## src/rtl/collatz_pkg.sv

```systemverilog
// rtl/collatz_pkg.sv - shared types and default sizes for the Collatz runner
package collatz_pkg;

  typedef enum logic [1:0] {
    IDLE = 2'd0,
    RUN  = 2'd1,
    DONE = 2'd2
  } state_e;

  localparam int DEF_IN_W      = 8;
  localparam int DEF_WIDTH     = 16;
  localparam int DEF_STEP_W    = 8;
  localparam int DEF_MAX_STEPS = 255;

endpackage

```

## src/rtl/collatz_if.sv

```systemverilog
// rtl/collatz_if.sv - start/busy/done handshake and result bundle
interface collatz_if
  import collatz_pkg::*;
#(
  parameter int IN_W   = DEF_IN_W,
  parameter int WIDTH  = DEF_WIDTH,
  parameter int STEP_W = DEF_STEP_W
) ();

  logic              start;
  logic [IN_W-1:0]   seed;
  logic              busy;
  logic              done;
  logic [STEP_W-1:0] steps;
  logic [WIDTH-1:0]  peak;
  logic              overflow;
  logic              timeout;
  logic              zero_err;

  modport master (
    output start, seed,
    input  busy, done, steps, peak, overflow, timeout, zero_err
  );

  modport slave (
    input  start, seed,
    output busy, done, steps, peak, overflow, timeout, zero_err
  );

endinterface

```

## src/rtl/collatz_step.sv

```systemverilog
// rtl/collatz_step.sv - one combinational Collatz step with overflow detect
module collatz_step
  import collatz_pkg::*;
#(
  parameter int WIDTH = DEF_WIDTH
) (
  input  logic [WIDTH-1:0] n,
  output logic [WIDTH-1:0] nxt,
  output logic             ovf
);

  logic [WIDTH+1:0] wide;

  // Even halves, odd goes to 3n+1 in two extra bits so a carry-out is visible; 1 is a fixed point
  always_comb begin
    wide = '0;
    nxt  = n;
    ovf  = 1'b0;
    if (n == WIDTH'(1)) begin
      nxt = n;
    end else if (n[0]) begin
      wide = ({2'b00, n} << 1) + {2'b00, n} + (WIDTH+2)'(1);
      ovf  = |wide[WIDTH+1:WIDTH];
      nxt  = wide[WIDTH-1:0];
    end else begin
      nxt = n >> 1;
    end
  end

endmodule

```

## src/rtl/collatz_runner.sv

```systemverilog
// rtl/collatz_runner.sv - iterates the Collatz step to 1, tracking steps, peak and aborts
module collatz_runner
  import collatz_pkg::*;
#(
  parameter int IN_W      = DEF_IN_W,
  parameter int WIDTH     = DEF_WIDTH,
  parameter int STEP_W    = DEF_STEP_W,
  parameter int MAX_STEPS = DEF_MAX_STEPS
) (
  input logic      clk,
  input logic      rst_n,
  collatz_if.slave bus
);

  state_e            state_q, state_d;
  logic [WIDTH-1:0]  n_q, n_d;
  logic [STEP_W-1:0] steps_q, steps_d;
  logic [WIDTH-1:0]  peak_q, peak_d;
  logic              overflow_q, overflow_d;
  logic              timeout_q, timeout_d;
  logic              zero_err_q, zero_err_d;

  logic [WIDTH-1:0]  step_nxt;
  logic              step_ovf;

  collatz_step #(.WIDTH(WIDTH)) u_step (
    .n   (n_q),
    .nxt (step_nxt),
    .ovf (step_ovf)
  );

  // Next-state: accept a seed in IDLE, iterate in RUN with abort checks in priority order
  always_comb begin
    state_d    = state_q;
    n_d        = n_q;
    steps_d    = steps_q;
    peak_d     = peak_q;
    overflow_d = overflow_q;
    timeout_d  = timeout_q;
    zero_err_d = zero_err_q;
    case (state_q)
      IDLE: begin
        if (bus.start) begin
          steps_d    = '0;
          overflow_d = 1'b0;
          timeout_d  = 1'b0;
          zero_err_d = 1'b0;
          if (bus.seed != IN_W'(0)) begin
            n_d     = WIDTH'(bus.seed);
            peak_d  = WIDTH'(bus.seed);
            state_d = RUN;
          end else begin
            peak_d     = '0;
            zero_err_d = 1'b1;
            state_d    = DONE;
          end
        end
      end
      RUN: begin
        if (n_q == WIDTH'(1)) begin
          state_d = DONE;
        end else if (steps_q == STEP_W'(MAX_STEPS)) begin
          timeout_d = 1'b1;
          state_d   = DONE;
        end else if (step_ovf) begin
          // n and steps stay frozen so the caller sees where the run stopped
          overflow_d = 1'b1;
          state_d    = DONE;
        end else begin
          n_d     = step_nxt;
          steps_d = steps_q + STEP_W'(1);
          if (step_nxt > peak_q) begin
            peak_d = step_nxt;
          end
        end
      end
      DONE: begin
        state_d = IDLE;
      end
      default: begin
        state_d = IDLE;
      end
    endcase
  end

  // State and result registers; reset abandons any run without a done pulse
  always_ff @(posedge clk or negedge rst_n) begin
    if (!rst_n) begin
      state_q    <= IDLE;
      n_q        <= '0;
      steps_q    <= '0;
      peak_q     <= '0;
      overflow_q <= 1'b0;
      timeout_q  <= 1'b0;
      zero_err_q <= 1'b0;
    end else begin
      state_q    <= state_d;
      n_q        <= n_d;
      steps_q    <= steps_d;
      peak_q     <= peak_d;
      overflow_q <= overflow_d;
      timeout_q  <= timeout_d;
      zero_err_q <= zero_err_d;
    end
  end

  assign bus.busy     = (state_q == RUN);
  assign bus.done     = (state_q == DONE);
  assign bus.steps    = steps_q;
  assign bus.peak     = peak_q;
  assign bus.overflow = overflow_q;
  assign bus.timeout  = timeout_q;
  assign bus.zero_err = zero_err_q;

endmodule
```

## src/flat_wrapper.sv

```systemverilog
// flat-port wrapper written by rule: the top's interface ports become plain ports
module collatz_runner_flat import collatz_pkg::*;
#(
  parameter int IN_W      = DEF_IN_W,
  parameter int WIDTH     = DEF_WIDTH,
  parameter int STEP_W    = DEF_STEP_W,
  parameter int MAX_STEPS = DEF_MAX_STEPS
)
  (clk, rst_n, bus_start, bus_seed, bus_busy, bus_done, bus_steps, bus_peak, bus_overflow, bus_timeout, bus_zero_err);
  collatz_if #(.IN_W(IN_W), .WIDTH(WIDTH), .STEP_W(STEP_W)) bus_i ();
  input logic clk;
  input logic rst_n;
  input wire logic [$bits(bus_i.start)-1:0] bus_start;
  input wire logic [$bits(bus_i.seed)-1:0] bus_seed;
  output wire logic [$bits(bus_i.busy)-1:0] bus_busy;
  output wire logic [$bits(bus_i.done)-1:0] bus_done;
  output wire logic [$bits(bus_i.steps)-1:0] bus_steps;
  output wire logic [$bits(bus_i.peak)-1:0] bus_peak;
  output wire logic [$bits(bus_i.overflow)-1:0] bus_overflow;
  output wire logic [$bits(bus_i.timeout)-1:0] bus_timeout;
  output wire logic [$bits(bus_i.zero_err)-1:0] bus_zero_err;
  assign bus_i.start = bus_start;
  assign bus_i.seed = bus_seed;
  assign bus_busy = bus_i.busy;
  assign bus_done = bus_i.done;
  assign bus_steps = bus_i.steps;
  assign bus_peak = bus_i.peak;
  assign bus_overflow = bus_i.overflow;
  assign bus_timeout = bus_i.timeout;
  assign bus_zero_err = bus_i.zero_err;
  collatz_runner #(.IN_W(IN_W), .WIDTH(WIDTH), .STEP_W(STEP_W), .MAX_STEPS(MAX_STEPS)) u_core (.clk(clk), .rst_n(rst_n), .bus(bus_i));
endmodule
```

## config.mk

```make
export PLATFORM = sky130hd
export DESIGN_NAME = collatz_runner_flat
export DESIGN_NICKNAME = d
export VERILOG_FILES = /design/src/rtl/collatz_pkg.sv /design/src/rtl/collatz_if.sv /design/src/rtl/collatz_step.sv /design/src/rtl/collatz_runner.sv /design/src/flat_wrapper.sv
export SDC_FILE = /design/constraint.sdc
export NUM_CORES = 1
export LEC_CHECK = 0
export CAP_MARGIN = 20
export CORE_ASPECT_RATIO = 1.2
export CORE_MARGIN = 8
export CORE_UTILIZATION = 58
export DETAILED_ROUTE_END_ITERATION = 16
export HOLD_SLACK_MARGIN = 0.05
export PLACE_DENSITY = 0.91
export SYNTH_ARGS = -nofsm -noshare
export SYNTH_HDL_FRONTEND = slang
export SYNTH_SLANG_ARGS = --single-unit
```

## constraint.sdc

```tcl
create_clock -name clk -period 5.7 [get_ports clk]
set_input_delay 1.14 -clock clk [delete_from_list [all_inputs] [get_ports clk]]
set_output_delay 1.14 -clock clk [all_outputs]
set_load 0.01 [all_outputs]
```

==> results.md <==
- CP Class: flip-flop to flip-flop
- Drt first pass iters: 5
- Yosys top cell by area: dfrtp_1
- Post-synthesis async set-or-reset flop share: 1.00
- Syn. warnings: 0
- Count of state elements after synthesis: 45
- Clock-pin slew on the worst setup and hold paths: 90 ps
- Layout Utilization: 0.675
- Synthesized instance count: 426
- Synth-to-layout area growth: 15.1%
- Wire length per cell: 18.6 µm
- CP startpoint: u_core.n_q[0]$_DFFE_PN0P_
- HP Class: flip-flop to flip-flop
- Total wire length: 10200 µm
- Num CTS Buffers: 5
- Crit path to: u_core.bus.peak[0]$_DFFE_PN0P_
- CTS tree: yes
- Worst-Margin Slew: 728 ps
- Die Ht: 104 µm
- Startpoint types: flip-flop
- Worst-Skew Late Latency: 300 ps
- Max-slew violation count: 0
- Crit path max fanout: 11
- Vias per cell: 6.31
- Hold path startpoint: u_core.bus.steps[7]$_DFFE_PN0P_
- Placed cell area: 4180 µm²
- R2R cell count: 19
- Reg2reg start: u_core.n_q[0]$_DFFE_PN0P_
- Final Cycle Share: 0.873
- Fraction of layout cells with a size suffix above 1: 0.0927
- Yosys cell types: 56
- Data arrival time of the worst path: 5160 ps
- Number of global-route vias before repair: 3394
- Hold buffer count at cts: 0
- Post-Layout Cell Count: 549
- Largest net degree at the start of global routing: 46
- FP Rows: 32
- Cell area after synthesis: 3710 µm²
- Postcts setup bufs: 0
- Via Count: 3466
- Final Cell Area: 4270 µm²
- Fin Clk Skew: 10.6 ps
- Most common cell after layout, fill and taps aside: dfrtp_1
- Min Clock Period, post-route: 4980 ps
- Total grt overflow: 0
- Die W: 89.0 µm
- Seq/Total Area, Yosys: 0.303
- Core Box Area: 6330 µm²
- Slowest CP cell: dfrtp_1
- Die area: 9220 µm²
- Gr usage total: 0.226
- Number of enable flip-flop cells after synthesis: 0
- Initial Util: 0.587
- Critical Path Most Common Cell: a21oi_1
- CP cell instances: inv_1 > ha_1 > nand2b_1 > a21oi_1 > o31a_1 > o21ai_0 > xnor2_1 > mux2i_1 > a21oi_1 > inv_1 > ha_1 > nand4_1 > or3_1 > a21oi_1 > nand4b_1 > and3_1 > a211oi_1 > nor2_2 > mux2_2
- Status: complete, no violations
- First-pass GRT wire length: 16500 µm
- RSZ-0062 raised after global routing: false
- Antenna violations before repair: 0
- MaxCap Viol Count: 0
- Drc violations: 0
- Reg2reg end: u_core.bus.peak[0]$_DFFE_PN0P_
- Setup_tns: 0 ps
- Num ports: 40
- Iter 0 DRT Violations: 251
- CTS Buffer Depth: 2
- Slew HR: 0.511
- Top_reg_cell synth: dfrtp_1
- Max Freq: 0.201 GHz
- Slowest stage delay, CP: 590 ps
- CTS resizes: 0
- Final setup vio count: 0
- Hold Vio Cnt, Final: 0
- Clock sink count: 45
- Number of buffers added on ports: 39
- Fin nets: 520
- Synth Net Count: 481
- Yosys top cell area share: 0.303
- Avg Inst Size Synth: 8.71 µm²
- Diodes inserted: 0
- Reg2reg setup slack: 720 ps
- Placed insts: 542
- Crit path required time: 5880 ps
- # H-tree levels: 2
- Kind of end point of the critical path: flip-flop
- Routability Congestion: 1.00
- Hpwl dp: 7870 µm
- Most frequent cells in the layout: 45 x dfrtp_1, 43 x ha_1, 41 x inv_1, 38 x clkdlybuf4s50_1
- DRT antenna net count: 0
- Synth area leaders: dfrtp_1 30%, ha_1 14%, a21oi_1 4.6%, inv_1 4.1%, o21ai_0 3.9%
- Clock Root Buffer: clkbuf_8
[final cells by class]
type / count / area (µm²)
Multi-Input combinational cell: 326 / 2370
Fill cell: 492 / 2060
Sequential cell: 45 / 1130
Timing Repair Buffer: 44 / 435
Inverter: 43 / 161
Tap cell: 85 / 106
Clock buffer: 5 / 68.8
Clock inverter: 1 / 5.00
[synth_stat cells, types with 4 or more instances]
master / count
ha_1: 43
nand2b_1: 7
o22ai_1: 10
o31ai_1: 9
xnor2_1: 7
o21ai_0: 29
nand2_1: 34
and3_1: 4
o211ai_1: 8
nor3_1: 9
mux2i_1: 6
a211oi_1: 6
nand4_1: 8
nor4_1: 4
a31oi_1: 4
nor2_1: 33
a22o_1: 6
mux2_2: 11
dfrtp_1: 45
clkbuf_1: 8
nand3_1: 6
mux2_4: 5
a21oi_1: 34
xor2_1: 4
inv_1: 41
[per-layer routing]
layer	global-route usage	share of wire	vias to the layer above
li1	-	-	1611
met1	0.287	0.42	1674
met2	0.364	0.49	144
met3	0.0237	0.043	37
met4	0.112	0.040	0
met5	0	0	-
[worst min path at each step]
stage	slack (ps)	cells past startpoint	to
floorplan	480	1	u_core.state_q[1]$_DFFE_PN0P_
global placement	490	1	u_core.bus.steps[7]$_DFFE_PN0P_
detailed placement	510	2	u_core.bus.zero_err$_DFFE_PN0P_
CTS	520	1	u_core.state_q[1]$_DFFE_PN0P_
global route	550	1	u_core.bus.steps[7]$_DFFE_PN0P_
finish	530	1	u_core.bus.steps[7]$_DFFE_PN0P_
[stage by stage]
stage               worst slack [ps]  hold WS (ps)
global placement                 935           489
global route                     377           547
CTS                              772           523
detailed placement               817           508
floorplan                       1440           476
finish                           722           528
[state kept, by name, indices dropped and copies added (netlist names)]
signal,cells
u_core.bus.peak,16
u_core.bus.steps,8
u_core.bus.zero_err,1
u_core.state_q,2
u_core.n_q,16
u_core.bus.overflow,1
u_core.bus.timeout,1
[kinds of logic (layout without fill, tap and decap cells)]
logic type / Yosys count / count (layout) / synth area share
buf+inv: 55 / 93 / 0.0587
mux: 22 / 22 / 0.0698
fa+ha+maj: 44 / 44 / 0.150
compound gates: 126 / 126 / 0.226
flops: 45 / 45 / 0.303
simple gates: 123 / 123 / 0.166
xor+xnor: 11 / 11 / 0.0260
[critical path: cells and delay by family (launching register included)]
family / cells / cell delay [ps]
mux: 2 / 500
xor+xnor: 1 / 160
buf+inv: 2 / 320
simple gates: 6 / 1410
fa+ha+maj: 2 / 670
flops: 1 / 590
compound gates: 6 / 1210
Power is left out: the tool's default activity adds up to more than one toggle a clock period on the data nets, which glitch-free logic cannot reach.
